<file path="config.mk">
export PLATFORM = sky130hd
export DESIGN_NAME = dsp_mac_slice_gen
export DESIGN_NICKNAME = d
export VERILOG_FILES = /design/src/rtl/dsp_gen_pkg.sv /design/src/rtl/dsp_mac_slice_gen_pipe_stage.sv /design/src/rtl/dsp_mac_slice_gen.sv
export SDC_FILE = /design/constraint.sdc
export NUM_CORES = 2
export LEC_CHECK = 0
export CAP_MARGIN = 20
export CORE_UTILIZATION = 59
export DETAILED_ROUTE_END_ITERATION = 8
export HOLD_SLACK_MARGIN = 0.03
export PLACE_DENSITY = 0.85
export SLEW_MARGIN = 20
export SYNTH_ARGS = -nofsm -noshare
export SYNTH_HDL_FRONTEND = slang
export SYNTH_SLANG_ARGS = --single-unit
</file>
<file path="constraint.sdc">
create_clock -name clk -period 11.7 [get_ports clk]
set_input_delay 2.34 -clock clk [delete_from_list [all_inputs] [get_ports clk]]
set_output_delay 2.34 -clock clk [all_outputs]
set_load 0.005 [all_outputs]
</file>
<file path="src/rtl/dsp_gen_pkg.sv">
// Shared opmode field positions, Z-select encodings and saturation limits
// for the generic pre-add/multiply/post-add MAC slice.
package dsp_gen_pkg;

    localparam int OP_PREADD  = 0;
    localparam int OP_PRESUB  = 1;
    localparam int OP_ZSEL_LO = 2;
    localparam int OP_ZSEL_HI = 3;
    localparam int OP_POSTSUB = 4;

    localparam logic [1:0] Z_ZERO = 2'b00;
    localparam logic [1:0] Z_P    = 2'b01;
    localparam logic [1:0] Z_C    = 2'b10;
    localparam logic [1:0] Z_PCIN = 2'b11;

    // Wide enough for any sane accumulator; callers truncate to their width.
    localparam int SAT_MAXW = 128;

    function automatic logic [SAT_MAXW-1:0] sat_max(input int unsigned w);
        return (SAT_MAXW'(1) << (w - 1)) - SAT_MAXW'(1);
    endfunction

    function automatic logic [SAT_MAXW-1:0] sat_min(input int unsigned w);
        return SAT_MAXW'(1) << (w - 1);
    endfunction

endpackage

</file>
<file path="src/rtl/dsp_mac_slice_gen_pipe_stage.sv">
// Optional pipeline register with clock enable and synchronous reset;
// PRESENT=0 turns it into a wire so the caller's stage count stays parametric.
module pipe_stage #(
    parameter int W       = 1,
    parameter bit PRESENT = 1'b1
) (
    input  logic         clk,
    input  logic         rst,
    input  logic         ce,
    input  logic [W-1:0] d,
    output logic [W-1:0] q
);

    generate
        if (PRESENT) begin : g_reg
            logic [W-1:0] r;
            always_ff @(posedge clk) begin
                if (rst)
                    r <= '0;
                else if (ce)
                    r <= d;
            end
            assign q = r;
        end else begin : g_bypass
            logic unused_ok;
            assign unused_ok = ^{clk, rst, ce};
            assign q = d;
        end
    endgenerate

endmodule

</file>
<file path="src/rtl/dsp_mac_slice_gen.sv">
// Cascadable signed MAC: optional input and multiplier registers, then an always-present
// P stage. Valid bits ride alongside the data so bubbles never disturb the accumulator.
module dsp_mac_slice_gen
    import dsp_gen_pkg::*;
#(
    parameter int W_A      = 18,
    parameter int W_B      = 18,
    parameter int W_P      = 48,
    parameter bit INREG    = 1'b1,
    parameter bit MREG     = 1'b1,
    parameter bit SATURATE = 1'b0
) (
    input  logic                 clk,
    input  logic                 rst,
    input  logic                 ce,
    input  logic                 in_valid,
    input  logic [4:0]           opmode,
    input  logic [W_A-1:0]       A,
    input  logic [W_B-1:0]       B,
    input  logic [W_B-1:0]       D,
    input  logic [W_P-1:0]       C,
    input  logic [W_P-1:0]       PCIN,
    output logic                 out_valid,
    output logic [W_P-1:0]       P,
    output logic [W_P-1:0]       PCOUT,
    output logic [W_A+W_B-1:0]   M,
    output logic                 overflow,
    output logic                 overflow_sticky
);

    localparam int W_M  = W_A + W_B;
    localparam int W_IN = 1 + 5 + W_A + 2 * W_B + W_P;
    localparam int W_MS = 1 + 1 + 2 + W_P + W_M;
    localparam logic [W_P-1:0] P_MAX = W_P'(sat_max(W_P));
    localparam logic [W_P-1:0] P_MIN = W_P'(sat_min(W_P));

    logic [W_IN-1:0]          in_q;
    logic                     v1;
    logic [4:0]               op1;
    logic signed [W_A-1:0]    a1;
    logic signed [W_B-1:0]    b1;
    logic signed [W_B-1:0]    d1;
    logic [W_P-1:0]           c1;
    logic signed [W_B-1:0]    pa;
    logic signed [W_M-1:0]    m_comb;

    logic [W_MS-1:0]          ms_q;
    logic                     v2;
    logic                     sub2;
    logic [1:0]               zsel2;
    logic [W_P-1:0]           c2;
    logic [W_M-1:0]           m2;

    logic [W_P-1:0]           p_r;
    logic                     vout_r;
    logic                     ovf_r;
    logic                     sticky_r;
    logic [W_P-1:0]           z;
    logic [W_P:0]             s;
    logic                     ovf;
    logic [W_P-1:0]           p_next;

    pipe_stage #(.W(W_IN), .PRESENT(INREG)) u_in_stage (
        .clk (clk),
        .rst (rst),
        .ce  (ce),
        .d   ({in_valid, opmode, A, B, D, C}),
        .q   (in_q)
    );

    assign {v1, op1, a1, b1, d1, c1} = in_q;

    // Pre-adder result wraps to W_B bits before it reaches the multiplier.
    always_comb begin
        pa = b1;
        if (op1[OP_PREADD])
            pa = op1[OP_PRESUB] ? (d1 - b1) : (d1 + b1);
    end

    assign m_comb = a1 * pa;

    pipe_stage #(.W(W_MS), .PRESENT(MREG)) u_m_stage (
        .clk (clk),
        .rst (rst),
        .ce  (ce),
        .d   ({v1, op1[OP_POSTSUB], op1[OP_ZSEL_HI:OP_ZSEL_LO], c1, m_comb}),
        .q   (ms_q)
    );

    assign {v2, sub2, zsel2, c2, m2} = ms_q;

    always_comb begin
        z = '0;
        case (zsel2)
            Z_ZERO:  z = '0;
            Z_P:     z = p_r;
            Z_C:     z = c2;
            Z_PCIN:  z = PCIN;
            default: z = '0;
        endcase
    end

    // One guard bit above W_P exposes signed overflow of the post-adder.
    always_comb begin
        s = '0;
        if (sub2)
            s = {z[W_P-1], z} - {{(W_P + 1 - W_M){m2[W_M-1]}}, m2};
        else
            s = {z[W_P-1], z} + {{(W_P + 1 - W_M){m2[W_M-1]}}, m2};
    end

    assign ovf    = s[W_P] ^ s[W_P-1];
    assign p_next = (SATURATE && ovf) ? (s[W_P] ? P_MIN : P_MAX) : s[W_P-1:0];

    always_ff @(posedge clk) begin
        if (rst) begin
            p_r      <= '0;
            vout_r   <= 1'b0;
            ovf_r    <= 1'b0;
            sticky_r <= 1'b0;
        end else if (ce) begin
            vout_r <= v2;
            if (v2) begin
                p_r      <= p_next;
                ovf_r    <= ovf;
                sticky_r <= sticky_r | ovf;
            end else begin
                ovf_r <= 1'b0;
            end
        end
    end

    assign out_valid       = vout_r;
    assign P               = p_r;
    assign PCOUT           = p_r;
    assign M               = m2;
    assign overflow        = ovf_r;
    assign overflow_sticky = sticky_r;

endmodule

</file>
==> results.json <==
{
  "hold_buffers": 0,
  "wl_per_cell_um": 19.0,
  "ys_types": 84,
  "slowest_delay_ps": 540,
  "synth_warnings": 0,
  "synthCells": 3045,
  "synth-edff-count": 0,
  "gp_congestion": 0.907,
  "min_period_over_period_pct": 85.8,
  "maxSlewHeadroom_pct": 26.9,
  "cpMostUsedCell": "fa_1",
  "hold_violations": 0,
  "grt_max_degree": 96,
  "overflow": 0,
  "yosysTopAreaCell": "fa_1",
  "wirelength_mm": 71.7,
  "drcViolationCount": 0,
  "critPathCaptureType": "flip-flop",
  "finalClockSkew_ps": 40.3,
  "setup_viol_count_final": 0,
  "power_leakage_nw": 14.2,
  "cts.path.max_buffers": 3,
  "crit_fanout": 12,
  "synth_area_leaders": "fa_1 25%, dfxtp_1 18%, mux2i_1 7.5%",
  "die_width_um": 216,
  "dpl.hpwl_mm": 56.7,
  "cts_max_level": 1,
  "antenna_found_initial": 3,
  "critPathKind": "reg2reg",
  "p_total_mw": 4.27,
  "tightest_slew_ps": 1100,
  "worstPathRequired_ps": 12110,
  "clock_latency_ps": 590,
  "fin_nets": 3807,
  "via_per_inst": 5.75,
  "grt_setup_unrepaired": "no",
  "start_util_pct": 60.4,
  "grt_pass1_vias": 22500,
  "cts_resized": 0,
  "track_usage_pct": 30.8,
  "synth_ff_type": "dfxtp_1",
  "die_area_mm2": 0.0465,
  "area_growth_pct": 13.2,
  "tns_ps": 0,
  "antenna_left": 0,
  "placed_area_mm2": 0.0296,
  "grt_pass1_wl_mm": 116,
  "first_pass_iters": 5,
  "final_area_mm2": 0.0305,
  "yosysSeqAreaShare_pct": 18.4,
  "layout.cells.non_filler": 3769,
  "yosysMostFrequentCell": "inv_1",
  "vdd_drop_max_uv": 131,
  "clkTransAtPathRegs_ps": 60,
  "rows": 77,
  "postCtsSetupBuffers": 0,
  "slew_viol_final": 0,
  "cts_root_buf": "clkbuf_16",
  "cap_viol_max_count": 0,
  "die_y_um": 216,
  "place_inst": 3719,
  "ys_seq_elements": 247,
  "vias": 21700,
  "core_mm2": 0.0446,
  "hp-class": "reg2reg",
  "post_synth.cell_area_avg_um2": 8.84,
  "max_freq_ghz": 0.0996,
  "period_minus_slack_ps": 10040,
  "syn_area_mm2": 0.0269,
  "status": "finished clean",
  "critPathLaunchType": "flip-flop",
  "crit_slowest_cell": "xor2_2",
  "first_iter_violations": 1444,
  "ys_async_sr_fraction_pct": 0,
  "powerDensity_mw_per_mm2": 140,
  "critPathArrivalTime_ps": 10450,
  "cts_sinks": 247,
  "cts_tree": "yes",
  "synth_nets": 3695,
  "cts-buffers-inserted": 28,
  "portBuffers": 293,
  "synthTopCellsByCount": "410 x inv_1, 332 x fa_1, 311 x nand2_1",
  "ios": 294,
  "post-synth-top-area-fraction_pct": 24.7,
  "drive_gt1_share_pct": 5.23
}
## through the flow
| step | setup WS [ps] | hold WS (ps) | util (%) |
|---|---|---|---|
| global route | 1070 | 483 | 68.3 |
| floorplan | 2910 | 456 | - |
| global placement | 2140 | 453 | 66.3 |
| CTS | 1790 | 470 | 68.3 |
| finish | 1660 | 476 | 68.3 |
| detailed placement | 1880 | 459 | 66.3 |
## layer usage
metal | vias up | GRT usage [%] | wire, um
met5 | - | 0 | 26
met4 | 4 | 10.3 | 2350
met3 | 146 | 5.61 | 5410
met2 | 887 | 52.7 | 34800
met1 | 10700 | 39.3 | 29200
li1 | 9966 | - | -
## path summary, 6_finish.rpt
path / from / end / cells after the start / slack (ps)
min reg2reg: out_valid$_SDFFE_PP0P_ / out_valid$_SDFFE_PP0P_ / 2 / 480
max: u_in_stage.q[68]$_SDFFE_PP0P_ / u_m_stage.q[32]$_SDFFE_PP0P_ / 35 / 1660
max reg2reg: u_in_stage.q[68]$_SDFFE_PP0P_ / u_m_stage.q[32]$_SDFFE_PP0P_ / 35 / 1660
min: out_valid$_SDFFE_PP0P_ / out_valid$_SDFFE_PP0P_ / 2 / 480
## power by group
part,leakage [nW],internal (mW),switching (mW)
clock,0.453,0.501,0.372
sequential,2.02,0.909,0.119
combinational,11.8,1.03,1.34
## cell usage in the layout (no fill, tap or decap), drive strengths merged, types with 6 or more instances in the layout
cell type	netlist	final
nor2	286	286
o21ai	46	46
nor3	26	26
and3	8	8
xor2	28	28
fa	332	332
and2b	6	6
o31ai	7	7
mux2i	203	203
clkbuf	99	36
or3	6	6
nand4	10	10
o21bai	11	11
nor4	7	7
or2	10	10
mux2	57	57
and2	94	94
clkdlybuf4s50	0	291
a21o	47	47
buf	131	21
nand2b	17	17
a211oi	23	23
a22o	48	48
nand2	311	311
a31oi	14	14
o21a	13	13
a21oi	144	144
nor2b	38	38
dfxtp	247	247
ha	159	159
nand3	19	19
clkinv	1	10
xnor2	113	113
inv	410	411
## flip-flops by register name, indices dropped and copies added, names as in the netlist
register         flops
u_in_stage.q       108
u_m_stage.q         88
P                   48
out_valid            1
overflow             1
overflow_sticky      1
## kinds of logic after synthesis
logic type	Yosys count	synth area share, %
flops	247	18.4
fa+ha+maj	491	32.1
compound gates	403	10.1
mux	260	9.93
buf+inv	641	10.2
xor+xnor	142	4.76
simple gates	861	14.6
## worst max-delay path: cells and delay by family (launching register included)
kind / cells / cell delay (ps)
AOI/OAI and AO/OA: 11 / 2500
xor gates and xnor gates: 3 / 850
adders and majority gates: 8 / 3530
buffers and inverters: 3 / 140
DFF: 1 / 360
muxes: 1 / 150
and+or+nand+nor: 9 / 2310
## area by class of cell
type | instances | area [um2]
diodes | 1 | 2.50
clock buffers | 36 | 791
clock inverters | 13 | 135
fillers | 3366 | 14100
inverters | 411 | 1540
multi-input cells | 2157 | 19200
flip-flops and latches | 247 | 4950
well taps | 592 | 741
repair buffers | 312 | 3080
No activity file was read; power rests on OpenSTA's default activity.
